File: config.mk
export PLATFORM = sky130hd
export DESIGN_NAME = fmul_mantissa_multiplier_seq
export DESIGN_NICKNAME = d
export VERILOG_FILES = /design/src/rtl/fmul_mantissa_multiplier_seq.sv
export SDC_FILE = /design/constraint.sdc
export NUM_CORES = 1
export LEC_CHECK = 0
export BUFFER_PORTS_ARGS = -buffer_cell sky130_fd_sc_hd__buf_2
export CAP_MARGIN = 20
export CORE_ASPECT_RATIO = 0.9
export CORE_MARGIN = 2
export CORE_UTILIZATION = 41
export DETAILED_ROUTE_END_ITERATION = 16
export HOLD_SLACK_MARGIN = 0.12
export PLACE_DENSITY = 0.67
export SYNTH_ARGS = -nofsm -noshare
export SYNTH_HDL_FRONTEND = slang
export SYNTH_SLANG_ARGS = --single-unit
File: constraint.sdc
create_clock -name clk -period 6.2 [get_ports clk]
set_clock_uncertainty 0.2 [all_clocks]
set_input_delay 0 -clock clk [delete_from_list [all_inputs] [get_ports clk]]
set_output_delay 0 -clock clk [all_outputs]
set_load 0.01 [all_outputs]
File: src/rtl/fmul_mantissa_multiplier_seq.sv
// fmul_mantissa_multiplier_seq: iterative FP32 multiply front-end (sign, exponent, shift-add 48-bit mantissa product)
// Ports: clk, rst_n (async active-low); start/busy/done handshake; op_a, op_b FP32 operands;
//        out_s sign, out_e clamped biased exponent, out_m 48-bit product (leading one at bit 46),
//        out_zero, out_special (Inf/NaN operand), exp_ovf, exp_unf.
module fmul_mantissa_multiplier_seq #(
  parameter int BITS_PER_CYCLE = 2
) (
  input  logic        clk,
  input  logic        rst_n,
  input  logic        start,
  input  logic [31:0] op_a,
  input  logic [31:0] op_b,
  output logic        busy,
  output logic        done,
  output logic        out_s,
  output logic [7:0]  out_e,
  output logic [47:0] out_m,
  output logic        out_zero,
  output logic        out_special,
  output logic        exp_ovf,
  output logic        exp_unf
);
  localparam int N = 24 / BITS_PER_CYCLE;
  typedef enum logic [1:0] {IDLE, MUL, FIN} state_t;
  state_t state, state_nx;
  logic [23:0] ma, mb, ua, ub;
  logic [7:0] ea, eb;
  logic [47:0] acc, pp, fm;
  logic [4:0] cnt;
  logic signed [9:0] esum, fe;
  logic zero_r, spec_r, accept, ovf, unf;
  assign accept = state == IDLE && start;
  assign busy = state != IDLE;
  assign ua = {|op_a[30:23], op_a[22:0]};
  assign ub = {|op_b[30:23], op_b[22:0]};
  // a zero exponent field behaves as exponent 1 (denormal scale)
  assign ea = op_a[30:23] | {7'b0, ~|op_a[30:23]};
  assign eb = op_b[30:23] | {7'b0, ~|op_b[30:23]};
  // partial product of the multiplicand with the next multiplier digit
  assign pp = 48'(ma) * 48'(mb[BITS_PER_CYCLE-1:0]);
  // carry pre-normalisation: a product >= 2.0 shifts right and bumps the exponent
  assign fm = acc[47] ? acc >> 1 : acc;
  assign fe = esum + $signed({9'b0, acc[47]});
  assign ovf = fe >= 10'sd255;
  assign unf = fe <= 10'sd0;
  always_comb begin
    state_nx = state;
    state_nx = state == IDLE ? (start ? MUL : IDLE) : state == MUL ? (cnt == 5'(N - 1) ? FIN : MUL) : IDLE;
  end
  always_ff @(posedge clk or negedge rst_n)
    if (!rst_n) state <= IDLE;
    else state <= state_nx;
  always_ff @(posedge clk or negedge rst_n) begin
    if (!rst_n) begin
      ma <= '0;
      mb <= '0;
      acc <= '0;
      cnt <= '0;
      esum <= '0;
      zero_r <= 1'b0;
      spec_r <= 1'b0;
      done <= 1'b0;
      out_s <= 1'b0;
      out_e <= '0;
      out_m <= '0;
      out_zero <= 1'b0;
      out_special <= 1'b0;
      exp_ovf <= 1'b0;
      exp_unf <= 1'b0;
    end else begin
      done <= 1'b0;
      if (accept) begin
        ma <= ua;
        mb <= ub;
        acc <= '0;
        cnt <= '0;
        esum <= $signed(10'(ea) + 10'(eb) - 10'd127);
        zero_r <= op_a[30:0] == '0 || op_b[30:0] == '0;
        spec_r <= &op_a[30:23] || &op_b[30:23];
        out_s <= op_a[31] ^ op_b[31];
      end else if (state == MUL) begin
        acc <= acc + (pp << (cnt * BITS_PER_CYCLE));
        mb <= mb >> BITS_PER_CYCLE;
        cnt <= cnt + 5'd1;
      end else if (state == FIN) begin
        done <= 1'b1;
        out_m <= zero_r ? '0 : fm;
        out_e <= zero_r ? 8'h00 : ovf ? 8'hFF : unf ? 8'h00 : fe[7:0];
        out_zero <= zero_r;
        out_special <= spec_r;
        exp_ovf <= !zero_r && ovf;
        exp_unf <= !zero_r && unf;
      end
    end
  end
endmodule

# After elaboration in Yosys (flattened, before gate mapping)
# Index checks and enable logic that the tools add are counted.
# word_totals
regBits,177
elab_cells,69
inputBits,67
output_inout_bits,63
# op_classes
n_shift,1
mul,1
n_bitwise,5
order_cmp,2
reduce_logical,18
eq_ne,3
add_sub_neg,5
n_mux,18
# op_table
operator,n
two-way mux 48 bit,2
two-way mux 47 bit,2
logical NOT 31 bit,2
adder 48 bit,1
two-way mux 24 bit,2
<< shifter 26 x 6 -> 48 bit,1
multiplier 24 x 2 -> 26 bit,1
two-way mux 8 bit,3
bitwise OR 8 x 1 -> 8 bit,2
AND reduction 8 bit,2
OR reduction 8 bit,2
adder 10 x 2 -> 10 bit,1
">= comparator 10 x 9 -> 1 bit, second input constant",1
"less-or-equal comparator 10 x 1 -> 1 bit, second input constant",1
two-way mux 5 bit,2
"subtractor 9 x 7 -> 10 bit, second input constant",1
adder 8 x 8 -> 9 bit,1
two-way mux 2 bit,3
"adder 5 x 1 -> 5 bit, second input constant",1
"== test 5 x 4 -> 1 bit, second input constant",1
two-way mux 1 bit,4
nonzero test 2 bit,2
logical AND 1 bit,3
logical NOT 1 bit,3
other kinds (7),9

# Longest topological paths before layout
# logic_depth
ltp_word,5
mapped_depth,26
depth_no_buf,25

# Worst setup path after synthesis
# Ideal clock, no wire load.
# synth_timing
kind,reg-to-reg
startpoint,register mb[1]
endpoint,register acc[38]
path_slack_ns,0.321
setup_time_ns,0.122
synth_period_minus_slack_ns,5.879
stages_incl_launch_ff,25
arrival_time_ns,5.558
cell_sequence,dfrtp_1 -> clkbuf_1 -> nand2_1 -> fa_1 -> nand2b_1 -> a211o_1 -> a211oi_1 -> a21boi_1 -> o21ai_1 -> a31oi_1 -> xnor2_1 -> mux4_1 -> nand2_1 -> a221oi_1 -> ha_1 -> a21oi_1 -> o21a_1 -> a21boi_0 -> o21ai_0 -> a31oi_1 -> o31ai_1 -> a41o_1 -> o21a_1 -> or3_1 -> a32o_1
# synth_between
elab_chain_cells,5
# synth_lines
element,line,source
start: declaration,26,"logic [23:0] ma, mb, ua, ub;"
start signal: assignment,74,mb <= ub;
start signal: assignment,83,mb <= mb >> BITS_PER_CYCLE;
multiplier 24 x 2 -> 26 bit,40,assign pp = 48'(ma) * 48'(mb[BITS_PER_CYCLE-1:0]);
<< shifter 26 x 6 -> 48 bit,82,acc <= acc + (pp << (cnt * BITS_PER_CYCLE));
adder 48 bit,82,
two-way mux 48 bit,81,end else if (state == MUL) begin
two-way mux 48 bit,72,if (accept) begin
end signal: assignment,82,
end: declaration,28,"logic [47:0] acc, pp, fm;"
# Every way passes these cells. The select of a mux whose other input is x is not followed.
# A chain may end at the register's enable or synchronous reset.

# Final worst setup path
# layout_timing
startpoint,register mb[1]
endpoint,register acc[47]
# Same word-level chain as after synthesis.

==> metrics <==
DP HPWL between 30000 and 40000 um; register area share after synthesis 31.7%; Logic pwr share between 70 and 80%; gr usage total around a quarter; Yosys reg bits 176; setup slack, reg-to-reg 0.09 ns; LEAKAGE 0.00844 uW; busiest grt layer met2; post-route cell area 18000 um^2; share of the synthesized area in the top cell type 31.7%; Routed WL per cell between 15 and 20 um; Worst-Skew Late Latency 0.46 ns; crit path max fanout 5; Hold Startpoint op_a[29]; Hold Fails Final Rpt 0; routed via count 13900; number of flops mapped to enable cells by yosys 0; post-layout min period 6.11 ns; DRT Pass-1 Iters 5; post-route ant nets 0; top_reg_cell synth dfrtp_1; post-synthesis cell area between 10000 and 15000 um^2; Mapped Cells 1696; Ys Warns 0; cell taking the most area after synthesis dfrtp_1; clk buf depth 2; # setup viols final 0; Critical Path RT 6.38 ns; fmax 164 MHz; met3 Use GR 4.35%; status completed; Switch Pwr 5630 uW; CP max-delay cell or4b_4; Hold EP esum[8]; Int Pwr about 6000 uW; max incr delay on CP between 0.5 and 0.6 ns; fin cells ~2500; Placer Congestion 0.944; average via count per standard cell 5.58; pin count of the biggest net entering global routing 74; sw frac 48.6%; post-synth net total 1855; Initial Util 41.9%; NumNets Final 2181; most frequent cells in the layout 301 x nand2_1, 175 x dfrtp_1, 170 x dlygate4sd3_1, 152 x o21ai_0, 127 x buf_2; Core Area 33200 um^2; ratio of cells with drive above 1 in the final layout 17.4%; Hold WC Path Type in2reg; initial antenna violation count 0; setup TNS 0 ns; clock root cell clkbuf_16; Post-Place Cells 2281; DRC Markers 0; WP buf/inv 4; Worst Hold Depth 7; Area Growth Syn to Fin 29.7%; type of destination of the critical path flip-flop; peak supply drop 317 uV; vias in the first global route 13400; total grt overflow 0; commonest non-fill, non-tap cell in the layout nand2_1; DP Area 15400 um^2; fraction of registers with async set or reset after synthesis 100%; power density relative to cell area 643 nW/um^2; Arr. time, crit path around 6.3 ns; Worst R2R Start mb[1]; Min Hold Slack ~0.2 ns; CTS tree built; cts bufs inserted 17; DIE AREA 35400 um^2; fill count about 3000; CP delay by family, top compound AO/OA/AOI/OAI gates; Reg2Reg Capture Point acc[47]; slew at the pin closest to its max-slew limit around 0.9 ns; first-iteration detailed-routing DRC count 1116; Rows 63; post-synthesis cell type count 90; met1 Usage GRT 34.4%; FF-to-FF path depth 26; RSZ-0062 raised after global routing true; diode count 0; Slew HR 39.4%; startpoint types flip-flop; Area contributors post-synth dfrtp_1 32%, nand2_1 8.2%, ha_1 8.0%; DIE HEIGHT 179 um; drt total wl 43700 um; Mean Syn Cell Area 8.20 um^2; GRT met2 Usage 40.2%; Seq pwr share 18.9%; CTS H-tree lvls 4; clock-pin slew on the worst setup and hold paths 0.08 ns; clk sinks ~180; Port Buffers around 130; Ports 130; first-pass GRT wire length 70400 um; Die Wd 198 um; clock share of power 9.3%; final worst-path cycle share 98.5%; fin. max-slew vios 0; max_cap viols 0; critical path class reg2reg
synth_stat cells (all sizes together) (5+ instances only):
cell	count
a2111oi	8
a211o	6
a211oi	10
a21boi	5
a21o	39
a21oi	99
a221o	9
a22oi	31
a31oi	12
and2	57
and3	17
and4	7
buf	12
clkbuf	90
dfrtp	176
ha	89
inv	37
mux2	11
mux2i	60
nand2	302
nand2b	17
nand3	47
nand4	17
nor2	98
nor2b	10
nor3	23
nor4	15
o211ai	21
o21a	12
o21ai	162
o21bai	17
o22ai	12
o31ai	12
or2	6
or3	14
or4	8
xnor2	36
xor2	35
metrics by stage:
step	utilization, %	setup slack (ns)	total power, uW
floorplan	-	0.321	7280
global placement	46.4	-0.568	9590
detailed placement	46.4	-0.537	9730
CTS	53.5	0.00439	11300
global route	54.3	-0.188	12600
finish	54.3	0.0943	11600
worst register-to-register path, cell delays in order (launching register included):
cell and delay [ns]:
dfrtp_1 0.39, and2_4 0.17, ha_4 0.13, inv_2 0.04, fa_2 0.37, nand2b_4 0.15, a211o_1 0.34, a211o_1 0.37
o21ai_2 0.20, a41oi_4 0.15, buf_6 0.16, mux2i_4 0.19, or4b_4 0.57, and2_2 0.23, a211oi_4 0.28, ha_4 0.20
nand4_1 0.15, a2111oi_4 0.34, o21ai_1 0.12, inv_1 0.11, o31ai_4 0.10, a211oi_2 0.27, buf_4 0.17, o21ai_4 0.08
a2111oi_4 0.28, a311oi_1 0.08, a22oi_1 0.19
power by group through the flow:
stage          Clock (uW)  Combinational (uW)  Sequential, uW
2_1_floorplan           0                5140            2140
3_3_place_gp            0                7400            2190
3_5_place_dp            0                7510            2220
4_1_cts              1110                7950            2200
5_1_grt              1150                9170            2280
6_report             1080                8320            2190
cell families after synthesis:
family                     synth area share (%)
other                                    0.0270
AOI/OAI and AO/OA                          23.3
DFF                                        31.7
adders and majority gates                  8.44
muxes                                      5.56
buffers and inverters                      4.77
xor gates and xnor gates                   4.47
and+or+nand+nor                            21.7
area by class of cell:
| type | count | area, um^2 | area share, % |
|---|---|---|---|
| Timing Repair Buffer | 409 | 3210 | 17.8 |
| Multi-Input combinational cell | 1379 | 9120 | 50.6 |
| Clock buffer | 18 | 439 | 2.44 |
| Sequential cell | 176 | 4410 | 24.4 |
| Tap cell | 455 | 569 | 3.16 |
| Clock inverter | 14 | 143 | 0.791 |
| Inverter | 39 | 146 | 0.812 |
layer usage:
| metal | up-vias | wire (um) |
|---|---|---|
| met5 | - | 0 |
| met4 | 0 | 1100 |
| met3 | 68 | 2200 |
| met2 | 420 | 19800 |
| met1 | 6633 | 20600 |
| li1 | 6775 | - |
flip-flops by register name, indices dropped and copies added (netlist names):
name,cells
spec_r,1
ma,24
state,2
exp_unf,1
cnt,5
out_special,1
out_m,47
acc,48
out_e,8
mb,24
zero_r,1
out_s,1
out_zero,1
done,1
esum,10
exp_ovf,1
worst max path at each step:
stage | start | endpoint | slack [ns] | depth (start not counted)
floorplan | mb[1] | acc[38] | 0.32 | 24
global placement | mb[0] | acc[47] | -0.57 | 27
detailed placement | mb[1] | acc[47] | -0.54 | 27
CTS | mb[1] | acc[47] | 0.004 | 27
global route | mb[1] | acc[38] | -0.19 | 27
finish | mb[1] | acc[47] | 0.09 | 26
repair_timing:
item	4_1_cts	5_1_grt
setup endpoints to repair	8	13
pin swaps	3	31
hold buffers	171	0
gates resized for setup	14	47
setup buffers	0	6
endpoints found under the hold margin	193	0
(Power assumes the default switching activity.)
